===== src/rtl/sound_request_arbiter.sv =====
`default_nettype none
// ============================================================================
// sound_request_arbiter - latches loser/explosion/endgame sound requests and
//                         starts one controller sequence at a time by priority
// Revision: 1.0
// ============================================================================
module sound_request_arbiter #(
    parameter int LOSER_LEN   = 2,
    parameter int EXPL_LEN    = 4,
    parameter int ENDGAME_LEN = 7,
    parameter int GAP_CYCLES  = 2,
    parameter int EXPL_QMAX   = 3
) (
    input  logic       clk,
    input  logic       reset,
    input  logic       OneSecPulse,
    input  logic       req_loser,
    input  logic       req_explosion,
    input  logic       req_endgame,
    input  logic       mute,
    output logic       enable_LOSER_1,
    output logic       enable_EXPLOSION_SOUND_START,
    output logic       enable_ENDGAME_INTRO_1,
    output logic       busy,
    output logic [1:0] active_id,
    output logic [1:0] expl_pending
);

    typedef enum logic [1:0] {
        ST_IDLE  = 2'd0,
        ST_ISSUE = 2'd1,
        ST_PLAY  = 2'd2,
        ST_GAP   = 2'd3
    } state_t;

    localparam logic [1:0] c_ID_NONE    = 2'd0;
    localparam logic [1:0] c_ID_LOSER   = 2'd1;
    localparam logic [1:0] c_ID_EXPL    = 2'd2;
    localparam logic [1:0] c_ID_END     = 2'd3;
    localparam logic [2:0] c_LOSER_LEN  = 3'(LOSER_LEN);
    localparam logic [2:0] c_EXPL_LEN   = 3'(EXPL_LEN);
    localparam logic [2:0] c_END_LEN    = 3'(ENDGAME_LEN);
    localparam logic [1:0] c_GAP_LAST   = 2'(GAP_CYCLES - 1);
    localparam logic [1:0] c_QMAX       = 2'(EXPL_QMAX);

    state_t     r_state;
    logic       r_pend_loser;
    logic       r_pend_end;
    logic [1:0] r_expl_cnt;
    logic [1:0] r_active_id;
    logic [2:0] r_tick_cnt;
    logic [1:0] r_gap_cnt;

    state_t     w_state_nxt;
    logic       w_pend_loser_nxt;
    logic       w_pend_end_nxt;
    logic [1:0] w_expl_nxt;
    logic [1:0] w_id_nxt;
    logic [2:0] w_tick_nxt;
    logic [1:0] w_gap_nxt;
    logic       w_expl_take;
    logic       w_expl_clear;
    logic [2:0] w_len;
    logic [2:0] w_tick_inc;

    always_comb begin
        w_len = c_LOSER_LEN;
        case (r_active_id)
            c_ID_EXPL: w_len = c_EXPL_LEN;
            c_ID_END:  w_len = c_END_LEN;
            default:   w_len = c_LOSER_LEN;
        endcase
    end

    assign w_tick_inc = r_tick_cnt + 3'd1;

    // Incoming requests are folded into the pending view so a request arriving
    // while IDLE is granted in the same cycle.
    always_comb begin
        w_state_nxt      = r_state;
        w_pend_loser_nxt = r_pend_loser | req_loser;
        w_pend_end_nxt   = r_pend_end | req_endgame;
        w_id_nxt         = r_active_id;
        w_tick_nxt       = r_tick_cnt;
        w_gap_nxt        = r_gap_cnt;
        w_expl_take      = 1'b0;
        w_expl_clear     = 1'b0;

        case (r_state)
            ST_IDLE: begin
                if (w_pend_end_nxt || w_pend_loser_nxt || (r_expl_cnt != 2'd0) || req_explosion) begin
                    if (w_pend_end_nxt) begin
                        w_id_nxt         = c_ID_END;
                        w_pend_end_nxt   = 1'b0;
                        w_pend_loser_nxt = 1'b0;
                        w_expl_clear     = 1'b1;
                    end else if (w_pend_loser_nxt) begin
                        w_id_nxt         = c_ID_LOSER;
                        w_pend_loser_nxt = 1'b0;
                    end else begin
                        w_id_nxt         = c_ID_EXPL;
                        w_expl_take      = 1'b1;
                    end
                    w_gap_nxt   = 2'd0;
                    w_tick_nxt  = 3'd0;
                    w_state_nxt = mute ? ST_GAP : ST_ISSUE;
                end
            end
            ST_ISSUE: begin
                w_tick_nxt  = 3'd0;
                w_state_nxt = ST_PLAY;
            end
            ST_PLAY: begin
                if (OneSecPulse) begin
                    w_tick_nxt = w_tick_inc;
                    if (w_tick_inc == w_len) begin
                        w_gap_nxt   = 2'd0;
                        w_state_nxt = ST_GAP;
                    end
                end
            end
            ST_GAP: begin
                if (r_gap_cnt == c_GAP_LAST) begin
                    w_id_nxt    = c_ID_NONE;
                    w_state_nxt = ST_IDLE;
                end else begin
                    w_gap_nxt = r_gap_cnt + 2'd1;
                end
            end
            default: w_state_nxt = ST_IDLE;
        endcase
    end

    // A request and a consume in the same cycle cancel out.
    always_comb begin
        w_expl_nxt = r_expl_cnt;
        if (w_expl_clear) begin
            w_expl_nxt = 2'd0;
        end else if (w_expl_take && !req_explosion) begin
            w_expl_nxt = r_expl_cnt - 2'd1;
        end else if (!w_expl_take && req_explosion && (r_expl_cnt != c_QMAX)) begin
            w_expl_nxt = r_expl_cnt + 2'd1;
        end
    end

    always_ff @(posedge clk or posedge reset) begin
        if (reset) begin
            r_state      <= ST_IDLE;
            r_pend_loser <= 1'b0;
            r_pend_end   <= 1'b0;
            r_expl_cnt   <= 2'd0;
            r_active_id  <= c_ID_NONE;
            r_tick_cnt   <= 3'd0;
            r_gap_cnt    <= 2'd0;
        end else begin
            r_state      <= w_state_nxt;
            r_pend_loser <= w_pend_loser_nxt;
            r_pend_end   <= w_pend_end_nxt;
            r_expl_cnt   <= w_expl_nxt;
            r_active_id  <= w_id_nxt;
            r_tick_cnt   <= w_tick_nxt;
            r_gap_cnt    <= w_gap_nxt;
        end
    end

    assign enable_LOSER_1               = (r_state == ST_ISSUE) && (r_active_id == c_ID_LOSER);
    assign enable_EXPLOSION_SOUND_START = (r_state == ST_ISSUE) && (r_active_id == c_ID_EXPL);
    assign enable_ENDGAME_INTRO_1       = (r_state == ST_ISSUE) && (r_active_id == c_ID_END);
    assign busy                         = (r_state != ST_IDLE);
    assign active_id                    = r_active_id;
    assign expl_pending                 = r_expl_cnt;

    a_enable_onehot: assert property (@(posedge clk) disable iff (reset)
        $onehot0({enable_LOSER_1, enable_EXPLOSION_SOUND_START, enable_ENDGAME_INTRO_1}));

    a_enable_single_cycle: assert property (@(posedge clk) disable iff (reset)
        (enable_LOSER_1 || enable_EXPLOSION_SOUND_START || enable_ENDGAME_INTRO_1) |=>
        !(enable_LOSER_1 || enable_EXPLOSION_SOUND_START || enable_ENDGAME_INTRO_1));

endmodule
`default_nettype wire


===== config.mk =====
export PLATFORM = sky130hd
export DESIGN_NAME = sound_request_arbiter
export DESIGN_NICKNAME = d
export VERILOG_FILES = /design/src/rtl/sound_request_arbiter.sv
export SDC_FILE = /design/constraint.sdc
export NUM_CORES = 1
export LEC_CHECK = 0
export BUFFER_PORTS_ARGS = -buffer_cell sky130_fd_sc_hd__buf_2
export CORE_MARGIN = 2
export CORE_UTILIZATION = 53
export DETAILED_ROUTE_END_ITERATION = 8
export GPL_TIMING_DRIVEN = 1
export PLACE_DENSITY = 0.74
export SETUP_SLACK_MARGIN = 0.2
export SLEW_MARGIN = 0
export SYNTH_ARGS = -nofsm -noshare
export SYNTH_HDL_FRONTEND = slang
export SYNTH_SLANG_ARGS = --single-unit

===== constraint.sdc =====
create_clock -name clk -period 2.1 [get_ports clk]
set_input_delay 0.42 -clock clk [delete_from_list [all_inputs] [get_ports clk]]
set_output_delay 0.42 -clock clk [all_outputs]
set_load 0.03 [all_outputs]

# Word level (Yosys, flattened, before mapping)
# Cells that the tools add are included.
[classes]
n_addsub = 4
n_eq_ne = 14
n_mux = 33
bitwise_logic = 2
n_reduce_logical = 22
[op_table]
columns = ["op", "count"]
rows = [
  ["$mux W2", 15],
  ["$ne A2 B2 Y1 const B", 6],
  ["$mux W1", 11],
  ["$pmux W3 S3", 1],
  ["$reduce_bool A3 Y1", 3],
  ["$eq A2 B2 Y1 const B", 4],
  ["$pmux W2 S4", 1],
  ["$eq A2 B1 Y1 const B", 3],
  ["$logic_and A1 B1 Y1", 6],
  ["$mux W3", 2],
  ["$pmux W2 S3", 1],
  ["$pmux W3 S2", 1],
  ["$reduce_and A3 Y1", 2],
  ["$reduce_bool A2 Y1", 3],
  ["$reduce_and A5 Y1", 1],
  ["$add A2 B1 Y2 const B", 2],
  ["$pmux W2 S2", 1],
  ["$reduce_and A4 Y1", 1],
  ["$add A3 B1 Y3 const B", 1],
  ["$eq A3 B3 Y1", 1],
  ["$logic_or A1 B1 Y1", 3],
  ["$logic_not A1 Y1", 2],
  ["$logic_not A2 Y1", 1],
  ["$or A1 B1 Y1", 2],
  ["$sub A2 B1 Y2 const B", 1],
]
[totals]
reg_bits = 13
inputBits = 7
out_inout_bits = 8
word_cells = 82

# Longest topological paths before layout
[logic_depth]
depth_word = 12
mapped_depth = 7
ltp_nobuf = 7

# Least setup slack after synthesis
# OpenSTA, ideal clock, no wires.
[synth_path]
path_kind = "register to register"
startpoint = "reg r_tick_cnt[0]"
endpoint = "reg r_gap_cnt[0]"
setup_ns = 0.126
t_arrival_ns = 1.673
required_ns = 1.974
setup_slack_ns = 0.301
stages_incl_launch_ff = 7
path_buffers = 0
synth_period_minus_slack_ns = 1.799
path_cell_list = "dfrtp_1 > ha_1 > xor2_1 > o31ai_1 > a31oi_1 > o31a_1 > a311o_1"
[synth_between]
elab_chain_len = 4
[synth_rtl]
columns = ["element", "line_no", "text"]
rows = [
  ["start, declared", "51", "logic [2:0] r_tick_cnt;"],
  ["start signal, assigned", "161", "r_tick_cnt <= w_tick_nxt;"],
  ["$add A3 B1 Y3", "75", "assign w_tick_inc = r_tick_cnt + 3'd1;"],
  ["$eq A3 B3 Y1", "116", "if (w_tick_inc == w_len) begin"],
  ["$ne A2 B2 Y1 (no source line)", "n/a", ""],
  ["$reduce_and A5 Y1 (no source line)", "n/a", ""],
  ["end signal, assigned", "162", "r_gap_cnt <= w_gap_nxt;"],
  ["end, declared", "52", "logic [1:0] r_gap_cnt;"],
]
# Every way passes these cells.
# A chain may end at the register's enable or synchronous reset.

# Worst setup path in the final report
[layout_path]
startpoint = "reg r_state[0]"
endpoint = "out busy"
[layout_between]
elab_chain_len = 1
[layout_rtl]
columns = ["element", "line_no", "text"]
rows = [
  ["start, declared", "46", "state_t r_state;"],
  ["start signal, assigned", "156", "r_state <= w_state_nxt;"],
  ["$reduce_bool A2 Y1", "169", "assign busy = (r_state != ST_IDLE);"],
  ["end, declared", "24", "output logic busy,"],
]
# Every way passes these cells.

==> results.cfg <==
[route]
drt_iter0_drc = 30
vias = 752
drc = 0
first_pass_iters = 4
detail_route.wl_per_cell_um = 13.6
via_per_inst = 5.78
postRouteAntennaNets = 0
drt-total-wl_um = 1770

[logic_synthesis]
synth.area.top_cells = dfrtp_1, ha_1, o21ai_0
synth-simple-area-share = 0.252
yosys_most_used_dff = dfrtp_1
synth-xor-area-share = 0.0102
synth-edff-count = 0
seq_area_frac_synth = 0.381
synth_commonest_cells = dfrtp_1, nand2_1, o21ai_0
ys_ff_latch = 13
synthArstFlopShare = 1.00
ys_types = 35
synth_top_area_share = 0.381
synth.avg_cell_area_um2 = 9.00
synthMuxAreaShare = 0.0234
synth_cells = 95
yosys.area_share.adder = 0.102
synth_area_leader_cell = dfrtp_1
synth_compound_area_frac = 0.201
yosysWarnings = 0
synth_top_family_by_area = simple AND/OR/NAND/NOR gates
netlist_area_um2 = 855
syn_nets = 109

[sta]
period_minus_slack_ns = 1.86
clock_skew_ns = 0.00315
drv_slew = 0
setup_tns_ns = 0
hold_viol = 0
worst_pin_slew_ns = 0.492
fin_ws_ns = 0.242
max_freq_mhz = 538
rsz0062_at_grt = true
finalCritPeriodShare = 0.885
setup_viol = 0
fin_hold_ws_ns = 0.155
slew-limit-headroom = 0.672

[grt]
grt_pass1_vias = 634
grt_first_pass_wirelength_um = 2730
grt_usage = 0.195
antenna_found_initial = 0
grt_overflow = 0
grt_max_degree = 14

[finish]
final_area_mm2 = 0.00102
instances_no_fill = 130
drive_gt1_frac = 0.272
post-route-util = 0.679
syn_to_final_growth_pct = 19.6
n_antenna_cell = 0
fin_nets = 129

[setup_path]
crit_path_cell_trace = inv_1, ha_2, buf_4, inv_1, buf_2
cp.arrival_ns = 1.44
critPathCaptureType = output port
critPathLaunchType = flop
critPathMostFrequentCell = inv_1
slowest_stage = dfrtp_1
critPathMaxStageDelay_ns = 0.42
path_class = reg2out
cp_max_fo = 8
required_ns = 1.68

[die]
core_mm2 = 0.00151
ioPinCount = 15
initial_core_util = 0.567
rows = 14
die_w_um = 44.2
dieArea_mm2 = 0.00195
die_h_um = 44.2

[placed_design]
dp.cells = 125
numPortBuffers = 14
post-place-ws_ns = 0.235
dpl_cell_area_um2 = 948
detailed_place_hpwl_um = 1300
routabilityCongestion = 0.792

[hold_path]
hold_path_class = in2async

[clock_tree]
numCtsBuffers = 3
cts.path.max_buffers = 2
clk_latency_ns = 0.27
h-tree-depth = 1
cts_hold_buf = 0
cts_tree = yes
clock-sinks = 13
root_buffer = clkbuf_4
clkTransAtPathRegs_ns = 0.08

[outcome]
outcome = complete, no violations

[pwr]
ir_worst_vdd_uv = 939
total_power_mw = 1.58
p_per_area_mw_per_mm2 = 1540
p_leak_nw = 0.470

[flow_run]
drv_cap = 0
[worst max-delay path: cells and delay by family, from the launching register on]
family | cells | cell delay, ns
DFF | 1 | 0.42
buffers and inverters | 4 | 0.47
adders and majority gates | 1 | 0.27
[cells in the final DEF, fill, tap and decap left out, types with 3 or more instances in the layout]
cell      Yosys  final
inv_1         6      5
buf_2         0     13
nand2b_1      3      3
dfrtp_1      13     12
nand2_1      13     13
ha_1          7      4
o21ai_0      11     11
clkbuf_4      0      4
nor2_1        9      9
[cell type report]
class | instances | area (um2)
clock buffers | 4 | 26.3
inverters | 6 | 22.5
well taps | 16 | 20.0
multi-input cells | 75 | 539
flip-flops and latches | 13 | 327
repair buffers | 16 | 87.6
fillers | 127 | 484
[timing repair]
item,CTS,global route
pin swaps,0,1
gates resized for setup,1,9
buffers inserted,0,1
setup endpoints to repair,1,9
cloned,0,0
[path summary, 6_finish.rpt]
check	startpoint	end	slack (ns)	cells past startpoint
setup / recovery	r_state[0]$_DFFE_PP0P_	busy	0.24	5
hold / removal	reset	r_state[0]$_DFFE_PP0P_	0.15	2
setup reg to reg	r_tick_cnt[0]$_DFFE_PP0P_	r_gap_cnt[0]$_DFFE_PP0P_	0.30	6
hold reg to reg	r_gap_cnt[1]$_DFFE_PP0P_	r_gap_cnt[1]$_DFFE_PP0P_	0.54	2
max in group asynchronous	reset	r_tick_cnt[0]$_DFFE_PP0P_	1.59	2
min in group clk	req_loser	r_pend_loser$_DFF_PP0_	0.44	3
[state kept, by name, indices dropped and copies added (netlist names)]
name and cells:
r_tick_cnt 3, r_gap_cnt 2, r_pend_loser 1, r_state 2, expl_pending 2, active_id 2, r_pend_end 1
[power by group]
| part | internal [mW] | switching [mW] |
|---|---|---|
| Clock | 0.0735 | 0.0811 |
| Combinational | 0.378 | 0.538 |
| Sequential | 0.362 | 0.147 |
[routing by layer]
| layer | vias up | share of wire | global-route usage | wire, um |
|---|---|---|---|---|
| li1 | 378 | - | - | - |
| met1 | 362 | 0.49 | 0.264 | 869 |
| met4 | 0 | 0.0085 | 0.109 | 15 |
| met3 | 2 | 0.019 | 0.0367 | 34 |
| met2 | 10 | 0.48 | 0.291 | 850 |
| met5 | - | 0 | 0 | 0 |
[logic make-up (layout without fill, tap and decap cells)]
logic type	Yosys count	count (layout)
AOI/OAI and AO/OA	26	26
xor gates and xnor gates	1	1
adders and majority gates	7	7
buffers and inverters	7	26
DFF	13	13
muxes	2	2
and+or+nand+nor	39	39
Power figures use the tool's default switching activity.
